## config.mk

```make
export PLATFORM = sky130hd
export DESIGN_NAME = uart_rx_bit_timer_flat
export DESIGN_NICKNAME = d
export VERILOG_FILES = /design/src/rtl/uart_rx_bit_timer_if.sv /design/src/rtl/uart_rx_bit_timer.sv /design/src/flat_wrapper.sv
export SDC_FILE = /design/constraint.sdc
export NUM_CORES = 1
export LEC_CHECK = 0
export ABC_AREA = 1
export CORE_MARGIN = 2
export CORE_UTILIZATION = 56
export CTS_CLUSTER_SIZE = 25
export DETAILED_ROUTE_END_ITERATION = 8
export PLACE_DENSITY_LB_ADDON = 0.05
export SETUP_SLACK_MARGIN = 0.05
export SYNTH_ARGS = -nofsm -noshare
export SYNTH_HDL_FRONTEND = slang
export SYNTH_SLANG_ARGS = --single-unit
```

## constraint.sdc

```tcl
create_clock -name clk -period 5.1 [get_ports clk]
set_input_delay 1.275 -clock clk [delete_from_list [all_inputs] [get_ports clk]]
set_output_delay 1.275 -clock clk [all_outputs]
set_load 0.05 [all_outputs]
```

## src/rtl/uart_rx_bit_timer_if.sv

```systemverilog
// ============================================================================
// Module   : uart_rx_bit_timer_if
// Purpose  : Control/status bundle between the RX FSM and the UART RX bit timer.
// Revision : 1.0
// ============================================================================
`default_nettype none

interface uart_rx_bit_timer_if #(
    parameter int PRESCALE_WIDTH = 6,
    parameter int BIT_CNT_WIDTH  = 4
);
    logic                      enable;
    logic [PRESCALE_WIDTH-1:0] prescale;
    logic [BIT_CNT_WIDTH-1:0]  frame_bits;
    logic                      resync;

    logic [PRESCALE_WIDTH-1:0] edge_cnt;
    logic [BIT_CNT_WIDTH-1:0]  bit_cnt;
    logic                      bit_tick;
    logic                      sample_stb;
    logic [1:0]                sample_idx;
    logic                      frame_done;
    logic                      busy;

    // RX FSM side: drives the controls, observes timing status.
    modport master (
        output enable, prescale, frame_bits, resync,
        input  edge_cnt, bit_cnt, bit_tick, sample_stb, sample_idx, frame_done, busy
    );

    // Timer side.
    modport slave (
        input  enable, prescale, frame_bits, resync,
        output edge_cnt, bit_cnt, bit_tick, sample_stb, sample_idx, frame_done, busy
    );
endinterface

`default_nettype wire

```

## src/rtl/uart_rx_bit_timer.sv

```systemverilog
// ============================================================================
// Module   : uart_rx_bit_timer
// Purpose  : Oversampling edge / frame bit counter with mid-bit sample strobes.
//            Optional drift correction on line transitions: UART_RX_RESYNC_EN.
// Revision : 1.0
// ============================================================================
`default_nettype none

module uart_rx_bit_timer #(
    parameter int PRESCALE_WIDTH = 6,
    parameter int BIT_CNT_WIDTH  = 4
) (
    input  wire logic          clk,
    input  wire logic          rst,
    uart_rx_bit_timer_if.slave bus
);
    localparam logic [PRESCALE_WIDTH-1:0] c_min_psc = PRESCALE_WIDTH'(4);
    localparam logic [BIT_CNT_WIDTH-1:0]  c_min_fb  = BIT_CNT_WIDTH'(1);

    logic                      r_busy;
    logic [PRESCALE_WIDTH-1:0] r_edge_cnt;
    logic [PRESCALE_WIDTH-1:0] r_psc;
    logic [BIT_CNT_WIDTH-1:0]  r_bit_cnt;
    logic [BIT_CNT_WIDTH-1:0]  r_fb;

    logic                      w_run;
    logic [PRESCALE_WIDTH-1:0] w_mid;
    logic [PRESCALE_WIDTH-1:0] w_last_edge;
    logic                      w_nat_tick;
    logic                      w_tick;
    logic                      w_last_bit;
    logic                      w_done;
    logic                      w_rs_late;
    logic                      w_rs_early;
    logic                      w_stb;
    logic [1:0]                w_idx;

    // Counting is only live once a frame has been captured and enable holds.
    assign w_run       = bus.enable & r_busy;
    assign w_mid       = r_psc >> 1;
    assign w_last_edge = r_psc - PRESCALE_WIDTH'(1);
    assign w_nat_tick  = w_run & (r_edge_cnt == w_last_edge);
    assign w_last_bit  = (r_bit_cnt == (r_fb - BIT_CNT_WIDTH'(1)));

`ifdef UART_RX_RESYNC_EN
    // A natural tick wins over a late-half resync so the bit counter never double-steps.
    assign w_rs_late  = w_run & bus.resync & ~w_nat_tick &
                        (r_edge_cnt >= (w_mid + PRESCALE_WIDTH'(2)));
    assign w_rs_early = w_run & bus.resync &
                        (r_edge_cnt <= (w_mid - PRESCALE_WIDTH'(2)));
`else
    logic w_unused_resync;
    assign w_unused_resync = bus.resync;
    assign w_rs_late       = 1'b0;
    assign w_rs_early      = 1'b0;
`endif

    assign w_tick = w_nat_tick | w_rs_late;
    assign w_done = w_tick & w_last_bit;

    always_comb begin
        w_stb = 1'b0;
        w_idx = 2'd0;
        if (w_run) begin
            if (r_edge_cnt == (w_mid - PRESCALE_WIDTH'(1))) begin
                w_stb = 1'b1;
                w_idx = 2'd0;
            end else if (r_edge_cnt == w_mid) begin
                w_stb = 1'b1;
                w_idx = 2'd1;
            end else if (r_edge_cnt == (w_mid + PRESCALE_WIDTH'(1))) begin
                w_stb = 1'b1;
                w_idx = 2'd2;
            end
        end
    end

    always_ff @(posedge clk) begin
        if (rst) begin
            r_busy     <= 1'b0;
            r_edge_cnt <= '0;
            r_bit_cnt  <= '0;
            r_psc      <= '0;
            r_fb       <= '0;
        end else if (!bus.enable) begin
            r_busy     <= 1'b0;
            r_edge_cnt <= '0;
            r_bit_cnt  <= '0;
        end else if (!r_busy) begin
            // Capture cycle is edge 0 of bit 0; settings are frozen for the frame.
            r_busy     <= 1'b1;
            r_psc      <= (bus.prescale < c_min_psc) ? c_min_psc : bus.prescale;
            r_fb       <= (bus.frame_bits == '0) ? c_min_fb : bus.frame_bits;
            r_edge_cnt <= PRESCALE_WIDTH'(1);
            r_bit_cnt  <= '0;
        end else if (w_tick) begin
            r_edge_cnt <= '0;
            if (w_last_bit) begin
                r_bit_cnt <= '0;
                r_busy    <= 1'b0;
            end else begin
                r_bit_cnt <= r_bit_cnt + BIT_CNT_WIDTH'(1);
            end
        end else if (w_rs_early) begin
            r_edge_cnt <= '0;
        end else begin
            r_edge_cnt <= r_edge_cnt + PRESCALE_WIDTH'(1);
        end
    end

    // Reset forces every output low within the reset cycle itself.
    assign bus.edge_cnt   = rst ? '0 : r_edge_cnt;
    assign bus.bit_cnt    = rst ? '0 : r_bit_cnt;
    assign bus.bit_tick   = ~rst & w_tick;
    assign bus.sample_stb = ~rst & w_stb;
    assign bus.sample_idx = rst ? 2'd0 : w_idx;
    assign bus.frame_done = ~rst & w_done;
    assign bus.busy       = ~rst & r_busy;

endmodule

`default_nettype wire
```

## src/flat_wrapper.sv

```systemverilog
// flat-port wrapper written by rule: the top's interface ports become plain ports
module uart_rx_bit_timer_flat 
#(
    parameter int PRESCALE_WIDTH = 6,
    parameter int BIT_CNT_WIDTH  = 4
)
  (clk, rst, bus_enable, bus_prescale, bus_frame_bits, bus_resync, bus_edge_cnt, bus_bit_cnt, bus_bit_tick, bus_sample_stb, bus_sample_idx, bus_frame_done, bus_busy);
  uart_rx_bit_timer_if #(.PRESCALE_WIDTH(PRESCALE_WIDTH), .BIT_CNT_WIDTH(BIT_CNT_WIDTH)) bus_i ();
  input  wire logic clk;
  input  wire logic rst;
  input wire logic [$bits(bus_i.enable)-1:0] bus_enable;
  input wire logic [$bits(bus_i.prescale)-1:0] bus_prescale;
  input wire logic [$bits(bus_i.frame_bits)-1:0] bus_frame_bits;
  input wire logic [$bits(bus_i.resync)-1:0] bus_resync;
  output wire logic [$bits(bus_i.edge_cnt)-1:0] bus_edge_cnt;
  output wire logic [$bits(bus_i.bit_cnt)-1:0] bus_bit_cnt;
  output wire logic [$bits(bus_i.bit_tick)-1:0] bus_bit_tick;
  output wire logic [$bits(bus_i.sample_stb)-1:0] bus_sample_stb;
  output wire logic [$bits(bus_i.sample_idx)-1:0] bus_sample_idx;
  output wire logic [$bits(bus_i.frame_done)-1:0] bus_frame_done;
  output wire logic [$bits(bus_i.busy)-1:0] bus_busy;
  assign bus_i.enable = bus_enable;
  assign bus_i.prescale = bus_prescale;
  assign bus_i.frame_bits = bus_frame_bits;
  assign bus_i.resync = bus_resync;
  assign bus_edge_cnt = bus_i.edge_cnt;
  assign bus_bit_cnt = bus_i.bit_cnt;
  assign bus_bit_tick = bus_i.bit_tick;
  assign bus_sample_stb = bus_i.sample_stb;
  assign bus_sample_idx = bus_i.sample_idx;
  assign bus_frame_done = bus_i.frame_done;
  assign bus_busy = bus_i.busy;
  uart_rx_bit_timer #(.PRESCALE_WIDTH(PRESCALE_WIDTH), .BIT_CNT_WIDTH(BIT_CNT_WIDTH)) u_core (.clk(clk), .rst(rst), .bus(bus_i));
endmodule
```

# After elaboration in Yosys (flattened, before gate mapping)

Cells that the tools add are included.

ROM bits: 0
Bits in latches: 0
Memories: 0
RAM bits: 0
Register bits after elaboration: 21

Reduce and logical (&&, ||, !) cells: 5
Equality and inequality tests: 5
Divide/modulo/power cells: 0
Shift-type cells: 0
Muxes and demuxes: 19
Multipliers: 0
Bitwise operators: 10
Add/sub/neg operators: 6
$lt $le $gt $ge: 1

Operators by type and width:

| kind                  | number |
|---|---|
| $eq A6 B6 Y1          | 3 |
| $mux W4               | 3 |
| $mux W6               | 2 |
| $mux W2               | 5 |
| $mux W1               | 9 |
| $and A1 B1 Y1         | 7 |
| $add A5 B1 Y6 const B | 1 |
| $add A6 B1 Y6 const B | 1 |
| $eq A6 B5 Y1          | 1 |
| $lt A6 B3 Y1 const B  | 1 |
| $sub A5 B1 Y6 const B | 1 |
| $sub A6 B1 Y6 const B | 1 |
| $add A4 B1 Y4 const B | 1 |
| $eq A4 B4 Y1          | 1 |
| $logic_not A4 Y1      | 1 |
| $reduce_or A4 Y1      | 1 |
| $sub A4 B1 Y4 const B | 1 |
| $not A1 Y1            | 3 |
| $reduce_or A3 Y1      | 1 |
| $reduce_and A2 Y1     | 1 |
| $reduce_or A2 Y1      | 1 |

# Depth between registers and ports, before layout

Gate-level depths: netlist of run 1.

Word-level depth: 7
Mapped depth: 13
Depth with buffers taken out: 13

# Worst setup path before layout of run 1

OpenSTA, ideal clock, no wires.

Path kind: input-to-output
Start: input port rst
End: output port bus_frame_done
Required time: 3.825 ns
Buffers on the path: 1
Path slack: 0.899 ns
Stages: 4
Arrival time: 2.926 ns
Cell sequence: clkbuf_1 nor2_1 inv_1 nor3_1

Longest elaborated chain between the ends: 2

Ends and longest elaborated chain:

| what            | line                     | text |
|---|---|---|
| start, declared | flat_wrapper.sv:10       | `input wire logic rst;` |
| $not A1 Y1      | uart_rx_bit_timer.sv:117 | `assign bus.frame_done = ~rst & w_done;` |
| $and A1 B1 Y1   | uart_rx_bit_timer.sv:117 |  |
| end, declared   | flat_wrapper.sv:20       | `output wire logic [$bits(bus_i.frame_done)-1:0] bus_frame_done;` |

No other way between the ends.

# Worst setup path in the final report of run 1

Start: input port rst
End: output port bus_edge_cnt[0]

Longest elaborated chain between the ends: 1

Ends and longest elaborated chain:

| what          | line                     | text |
|---|---|---|
| $mux W6       | uart_rx_bit_timer.sv:112 | `assign bus.edge_cnt = rst ? '0 : r_edge_cnt;` |
| end, declared | flat_wrapper.sv:15       | `output wire logic [$bits(bus_i.edge_cnt)-1:0] bus_edge_cnt;` |

No other way between the ends.

==> metrics.md, run 1 <==
| Metric | Value |
|---|---|
| Status | `completed` |
| Total global-route track usage | `23.67%` |
| Post-synth net total | `290` |
| Post-DRT Antenna Nets | `0` |
| Cell Pwr Density | `189.4 mW/mm2` |
| Share of the core filled with cells in the final layout | `70.15%` |
| Filler Cell Count | `262` |
| Class of the worst hold path | `reg -> reg` |
| Clock latency of the later-clocked register in the worst-skew pair | `310 ps` |
| Kind of critical path | `in -> out` |
| Leading cell types by total area after synthesis | `dfxtp_1, nand2_1, nor2_1` |
| Placer's final routability congestion estimate | `0.9115` |
| Post-CTS Setup Inserts | `0` |
| Number of detailed-route iterations in the first pass | `4` |
| Clock tree skew after final layout | `11.69 ps` |
| Most frequent CP cell | `clkdlybuf4s50_1` |
| Slowest cell on the critical path | `clkdlybuf4s50_1` |
| Final period demand of the worst path | `4399 ps` |
| Number of antenna diodes | `0` |
| Flop and latch count out of synthesis | `21` |
| Core Rows | `19` |
| Wire length after detailed routing | `3.697 mm` |
| Rel. slew slack | `65.36%` |
| Number of max-slew violations in the final report | `0` |
| Synthesized cell area | `0.001620 mm2` |
| Startpoint kind of the worst setup timing path | `input port` |
| Remaining Overflow, GRT | `0` |
| Count of distinct cell types in the synthesized netlist | `25` |
| H-tree lvl count | `1` |
| Total buffers and inverters traversed by the critical path | `3` |
| Placement Setup Slack | `718.1 ps` |
| Category of cells accounting for the largest share of critical-path delay | `buffers and inverters` |
| Remaining DRCs | `0` |
| Top fanout value on the critical path | `11` |
| Worst hold slack | `519.7 ps` |
| Least-Margin Pin Slew | `518.0 ps` |
| Arrival time of data at the critical path endpoint | `3120 ps` |
| CTS Hold Bufs | `0` |
| PortBufs | `28` |
| Setup tns final | `0 ps` |
| TritonCTS clock tree | `yes` |
| Worst path required time | `3830 ps` |
| Final setup violating endpoints | `0` |
| Final cycle utilization of the critical path | `86.26%` |
| TritonCTS Sinks | `21` |
| Fraction of layout cells with a size suffix above 1 | `6.441%` |
| Area used by multi-input combinational logic | `0.001007 mm2` |
| RSZ-0062 raised after global routing | `no` |
| Maximum number of pins on one net before global-route repair | `18` |
| Vias in the first global route | `1,387` |
| Routed length per instance | `11.34 um` |
| Buffer depth of the longest clock path | `2` |
| Maxcap violations | `0` |
| Share of synthesized area occupied by flip-flops and latches | `25.95%` |
| Highest ir drop seen on vdd | `0.1854 mV` |
| Area of the core | `0.002758 mm2` |
| Post-synth top area cell | `dfxtp_1` |
| Wire length of the first global-routing pass | `6.147 mm` |
| Relative area change from synthesis to final layout | `19.38%` |
| Synth Warn # | `0` |
| Final count of hold timing violations | `0` |
| Highest cell delay on the worst timing path | `810 ps` |
| Mapped Avg Cell Area | `6.023 um2` |
| Routed via count divided by cell count | `5.040` |
| Die area | `0.003340 mm2` |
| I/O pin count | `30` |
| Top-area cell type share of the netlist area | `25.95%` |
| CTS Buf Count | `3` |
| Die X-Extent | `57.79 um` |
| Maximum clock rate | `0.2273 GHz` |
| Clock-pin slew of the registers on the worst-case setup and hold paths | `120 ps` |
| Gates resized, CTS repair | `0` |
| Sequential cell area | `420.4 um2` |
| Worst path setup slack after routing | `700.6 ps` |
| Starting density of the core | `58.76%` |
| Final HPWL from detailed placement | `2.996 mm` |
| Leakage power of the design | `0.9694 nW` |
| Crit end category | `output pin` |
| Series of cell instances along the critical path | `clkdlybuf4s50_1 > buf_4 > nor2_1 > clkdlybuf4s50_1` |
| Vias | `1,643` |
| Synthesized instance count | `269` |
| Die Y | `57.79 um` |
| Initial antenna violation count | `0` |
| Number of DRC violations after detailed-routing iteration 0 | `63` |
| Root Buffer | `clkbuf_4` |
| Final net count | `317` |
## kinds of logic (layout without fill, tap and decap cells)
group	Yosys count	in the layout	share of synthesized area (%)
fa+ha+maj	7	7	5.405
simple gates	150	150	38.61
flops	21	21	25.95
compound gates	24	24	8.417
buf+inv	49	75	11.89
xor+xnor	18	18	9.730
## cell usage in the layout, fill, tap and decap left out
cell type | netlist | routed
inv_1 | 34 | 34
nand3_1 | 16 | 16
xnor2_1 | 5 | 5
nand4_1 | 3 | 3
o21ai_0 | 5 | 5
nand3b_1 | 1 | 1
ha_1 | 7 | 7
clkdlybuf4s50_1 | 0 | 25
dfxtp_1 | 21 | 21
nor2_1 | 50 | 50
o21ai_1 | 1 | 1
a21oi_1 | 12 | 12
xor2_1 | 13 | 13
a211oi_1 | 3 | 3
nor3_1 | 4 | 4
inv_2 | 7 | 7
nor2_2 | 2 | 2
clkbuf_4 | 0 | 3
clkbuf_1 | 3 | 1
buf_4 | 1 | 5
o21bai_1 | 1 | 1
o211ai_1 | 1 | 1
nor2_4 | 1 | 1
a221oi_1 | 1 | 1
nand2_1 | 72 | 72
nand3_4 | 1 | 1
## stage by stage
stage	cells	instance area, um2	total power [W]
final	326	1934	0.0003664
after global routing	326	1934	0.0003885
after CTS	326	1934	0.0003682
after detailed placement	322	1908	0.0002883
after global placement	322	1908	0.0002856
after floorplan	269	1620	0.0002594
## worst paths after layout
check | from | to | cells after the start | slack [ps]
worst max-delay path | rst | bus_edge_cnt[0] | 4 | 700
worst min register to register | u_core.r_fb[2]$_SDFFE_PP0P_ | u_core.r_fb[2]$_SDFFE_PP0P_ | 2 | 520
worst max register to register | u_core.r_psc[2]$_SDFFE_PP0P_ | u_core.r_edge_cnt[4]$_SDFF_PP0_ | 12 | 3240
worst min-delay path | u_core.r_fb[2]$_SDFFE_PP0P_ | u_core.r_fb[2]$_SDFFE_PP0P_ | 2 | 520
## flip-flops by register name (all words and copies together) (netlist names)
name,count
u_core.r_edge_cnt,6
u_core.r_psc,6
u_core.r_bit_cnt,4
u_core.r_fb,4
u_core.r_busy,1
## Yosys cell counts
| master | number |
|---|---|
| a221oi_1 | 1 |
| nor2_4 | 1 |
| nand3b_1 | 1 |
| nor3_1 | 4 |
| ha_1 | 7 |
| dfxtp_1 | 21 |
| clkbuf_1 | 3 |
| xnor2_1 | 5 |
| inv_1 | 34 |
| nor2_2 | 2 |
| nand2_1 | 72 |
| inv_2 | 7 |
| a211oi_1 | 3 |
| o21ai_1 | 1 |
| nor2_1 | 50 |
| a21oi_1 | 12 |
| buf_4 | 1 |
| buf_2 | 4 |
| nand3_4 | 1 |
| o21bai_1 | 1 |
| nand3_1 | 16 |
| xor2_1 | 13 |
| nand4_1 | 3 |
| o21ai_0 | 5 |
| o211ai_1 | 1 |
## tightest hold or removal path: cells and delay by family, from the launching register on
family,cells,cell delay (ps)
AO/OA/AOI/OAI,1,70
buffers and inverters,1,90
flip-flops,1,330
## layer usage
metal	GRT usage [%]	up-vias	share of wire [%]
met1	34.90	715	50
met5	0	-	0
met2	35.88	48	43
met3	2.679	4	5.1
li1	-	876	-
met4	7.973	0	1.3
## power by group
group          leakage (nW)  internal, W  switching, W
logic                 0.782    0.0000417     0.0000626
registers             0.172     0.000171     0.0000101
clock network        0.0150    0.0000305     0.0000505
total                 0.969     0.000243      0.000123
## final cells by class
class / instances / share of cell area [%]
Sequential cell: 21 / 21.73
Clock buffer: 4 / 1.358
Inverter: 41 / 7.956
Multi-Input combinational cell: 199 / 52.07
Tap cell: 31 / 2.005
Timing Repair Buffer: 30 / 14.88
No activity file was read; power rests on OpenSTA's default activity.
==> run 2, diff against run 1 <==
- SLEW_MARGIN: not set -> 30
==> results of run 2 <==
No change in the layout: final DEF, timing and power equal those of run 1.
==> run 3, diff against run 2 <==
- PLACE_DENSITY: not set -> 0.85
- PLACE_DENSITY_LB_ADDON: 0.05 -> not set
==> run 3 against run 2 <==
  * Wire length decreased by 1.6%
  * Die area unchanged
  * Flip-flop and latch count is the same
  * Sequential power hardly changed
  * First-iteration DRC count rose by 24%
  * Cell count is the same
  * Cell area unchanged
  * Sequential share of layout area stayed put
  * Global-route usage rose by 0.26 points
  * Largest power group unchanged
  * Highest routed layer unchanged
==> metrics.md, run 3 (synthesis gave the netlist of run 1 again) <==
| Metric | Value |
|---|---|
| Leakage power of the design | `0.9694 nW` |
| Vias | `1,673` |
| Least-Margin Pin Slew | `522.4 ps` |
| Routed length per instance | `11.16 um` |
| RR Startpoint | `u_core.r_psc[1]$_SDFFE_PP0P_` |
| Routed via count divided by cell count | `5.132` |
| Number of antenna diodes | `0` |
| Status | `completed` |
| Kind of critical path | `in -> out` |
| TritonCTS clock tree | `yes` |
| Starting density of the core | `58.76%` |
| Number of detailed-route iterations in the first pass | `5` |
| Rel. slew slack | `65.06%` |
| Cell area after layout | `0.001934 mm2` |
| Remaining DRCs | `0` |
| Final period demand of the worst path | `4339 ps` |
| Remaining Overflow, GRT | `0` |
| Filler Cell Count | `254` |
| Placement Setup Slack | `758.7 ps` |
| Cell-internal power | `0.0002432 W` |
| Largest registers ranked by flip-flop count | `u_core.r_edge_cnt (6), u_core.r_psc (6)` |
| Die area | `0.003340 mm2` |
| Die X-Extent | `57.79 um` |
| NetSw | `0.0001229 W` |
| Logic pwr share | `28.3%` |
| Root Buffer | `clkbuf_4` |
| GR Util met2 | `37.01%` |
| Buffer depth of the longest clock path | `2` |
| Initial antenna violation count | `0` |
| Register-to-register setup slack | `3250 ps` |
| H-tree lvl count | `1` |
| Min-Delay Startpoint | `u_core.r_fb[1]$_SDFFE_PP0P_` |
| Sequential cell fraction of total power | `49.5%` |
| CTS Hold Bufs | `0` |
| Routing usage on met1 | `34.81%` |
| Critical R2R Capture | `u_core.r_edge_cnt[4]$_SDFF_PP0_` |
| Core Rows | `19` |
| Final net count | `317` |
| Clock tree skew after final layout | `12.49 ps` |
| Final setup violating endpoints | `0` |
| Worst path setup slack after routing | `761.2 ps` |
| Final count of hold timing violations | `0` |
| Number of max-slew violations in the final report | `0` |
| CTS Buf Count | `3` |
| Class of the worst hold path | `reg -> reg` |
| Clock Power Share | `22.2%` |
| Most used cells in the layout excluding fill and tap cells | `nand2_1, nor2_1, inv_1, clkdlybuf4s50_1, dfxtp_1` |
| Maxcap violations | `0` |
| Worst Reg-to-Reg Cells | `12` |
| Gates resized, CTS repair | `0` |
| Sequential cell area | `420.4 um2` |
| I/O pin count | `30` |
| Number of DRC violations after detailed-routing iteration 0 | `78` |
| Area used by multi-input combinational logic | `0.001007 mm2` |
| Gr busiest metal | `met2` |
| Final HPWL from detailed placement | `2.955 mm` |
| Worst hold path depth | `2` |
| Wire length of the first global-routing pass | `6.299 mm` |
| Clock-pin slew of the registers on the worst-case setup and hold paths | `120 ps` |
| Top fanout value on the critical path | `10` |
| Maximum number of pins on one net before global-route repair | `18` |
| Placer's final routability congestion estimate | `0.8714` |
| Clock latency of the later-clocked register in the worst-skew pair | `310 ps` |
| Share of the core filled with cells in the final layout | `70.15%` |
| Area of the core | `0.002758 mm2` |
| Dpl cell area | `0.001908 mm2` |
| Die Y | `57.79 um` |
| Fraction of layout cells with a size suffix above 1 | `6.441%` |
| Post-DRT Antenna Nets | `0` |
| PortBufs | `28` |
| Startpoint kind of the worst setup timing path | `input port` |
| Vias in the first global route | `1,440` |
| Cell Pwr Density | `189.3 mW/mm2` |
| Maximum clock rate | `0.2305 GHz` |
| Post-CTS Setup Inserts | `0` |
| Sw Ratio | `33.58%` |
| Highest ir drop seen on vdd | `0.1713 mV` |
| Wire length after detailed routing | `3.638 mm` |
| Final cycle utilization of the critical path | `85.07%` |
| Setup tns final | `0 ps` |
| Worst Hold Endpoint | `u_core.r_fb[1]$_SDFFE_PP0P_` |
| Arrival time of data at the critical path endpoint | `3060 ps` |
| Worst path required time | `3830 ps` |
| Relative area change from synthesis to final layout | `19.38%` |
| Most common cell after layout, fill and taps aside | `nand2_1` |
| GR Layer Usage met3 | `3.125%` |
| RSZ-0062 raised after global routing | `no` |
| Crit end category | `output pin` |
| Total global-route track usage | `23.93%` |
| TritonCTS Sinks | `21` |
[run 3: through the flow]
| step | hold WS, ps | instances | power, W |
|---|---|---|---|
| after floorplan | 462.9 | 269 | 0.0002594 |
| after global placement | 487.8 | 322 | 0.0002850 |
| after detailed placement | 499.0 | 322 | 0.0002875 |
| after CTS | 520.6 | 326 | 0.0003676 |
| after global routing | 543.4 | 326 | 0.0003896 |
| final | 519.5 | 326 | 0.0003661 |
[run 3: worst max path at each step]
stage                                  to  from  slack, ps
after global placement    bus_edge_cnt[0]   rst        770
after detailed placement  bus_edge_cnt[4]   rst        760
after floorplan            bus_frame_done   rst        900
after global routing      bus_edge_cnt[4]   rst        670
after CTS                 bus_edge_cnt[4]   rst        760
final                     bus_edge_cnt[4]   rst        760
[run 3: cell type report]
type,count,area share [%]
Multi-Input combinational cell,199,52.07
Sequential cell,21,21.73
Timing Repair Buffer,30,14.88
Inverter,41,7.956
Tap cell,31,2.005
Clock buffer,4,1.358
[run 3: power groups by stage]
stage	Sequential, W	Combinational (W)	Clock [W]
detailed placement	0.000185	0.000103	0
global placement	0.000184	0.000101	0
finish	0.000181	0.000104	0.0000814
global route	0.000182	0.000119	0.0000888
CTS	0.000181	0.000104	0.0000828
floorplan	0.000180	0.0000796	0
[run 3: critical path: stages]
cell and delay [ps]:
clkdlybuf4s50_1 580, buf_4 270, nor2_1 130, clkdlybuf4s50_1 810
[run 3: metal layers]
layer | part of all wire (%) | vias to the layer above | wire length, um
met5 | 0 | - | 0
li1 | - | 879 | -
met3 | 4.9 | 5 | 177
met4 | 1.1 | 0 | 40
met1 | 49 | 746 | 1766
met2 | 45 | 43 | 1653
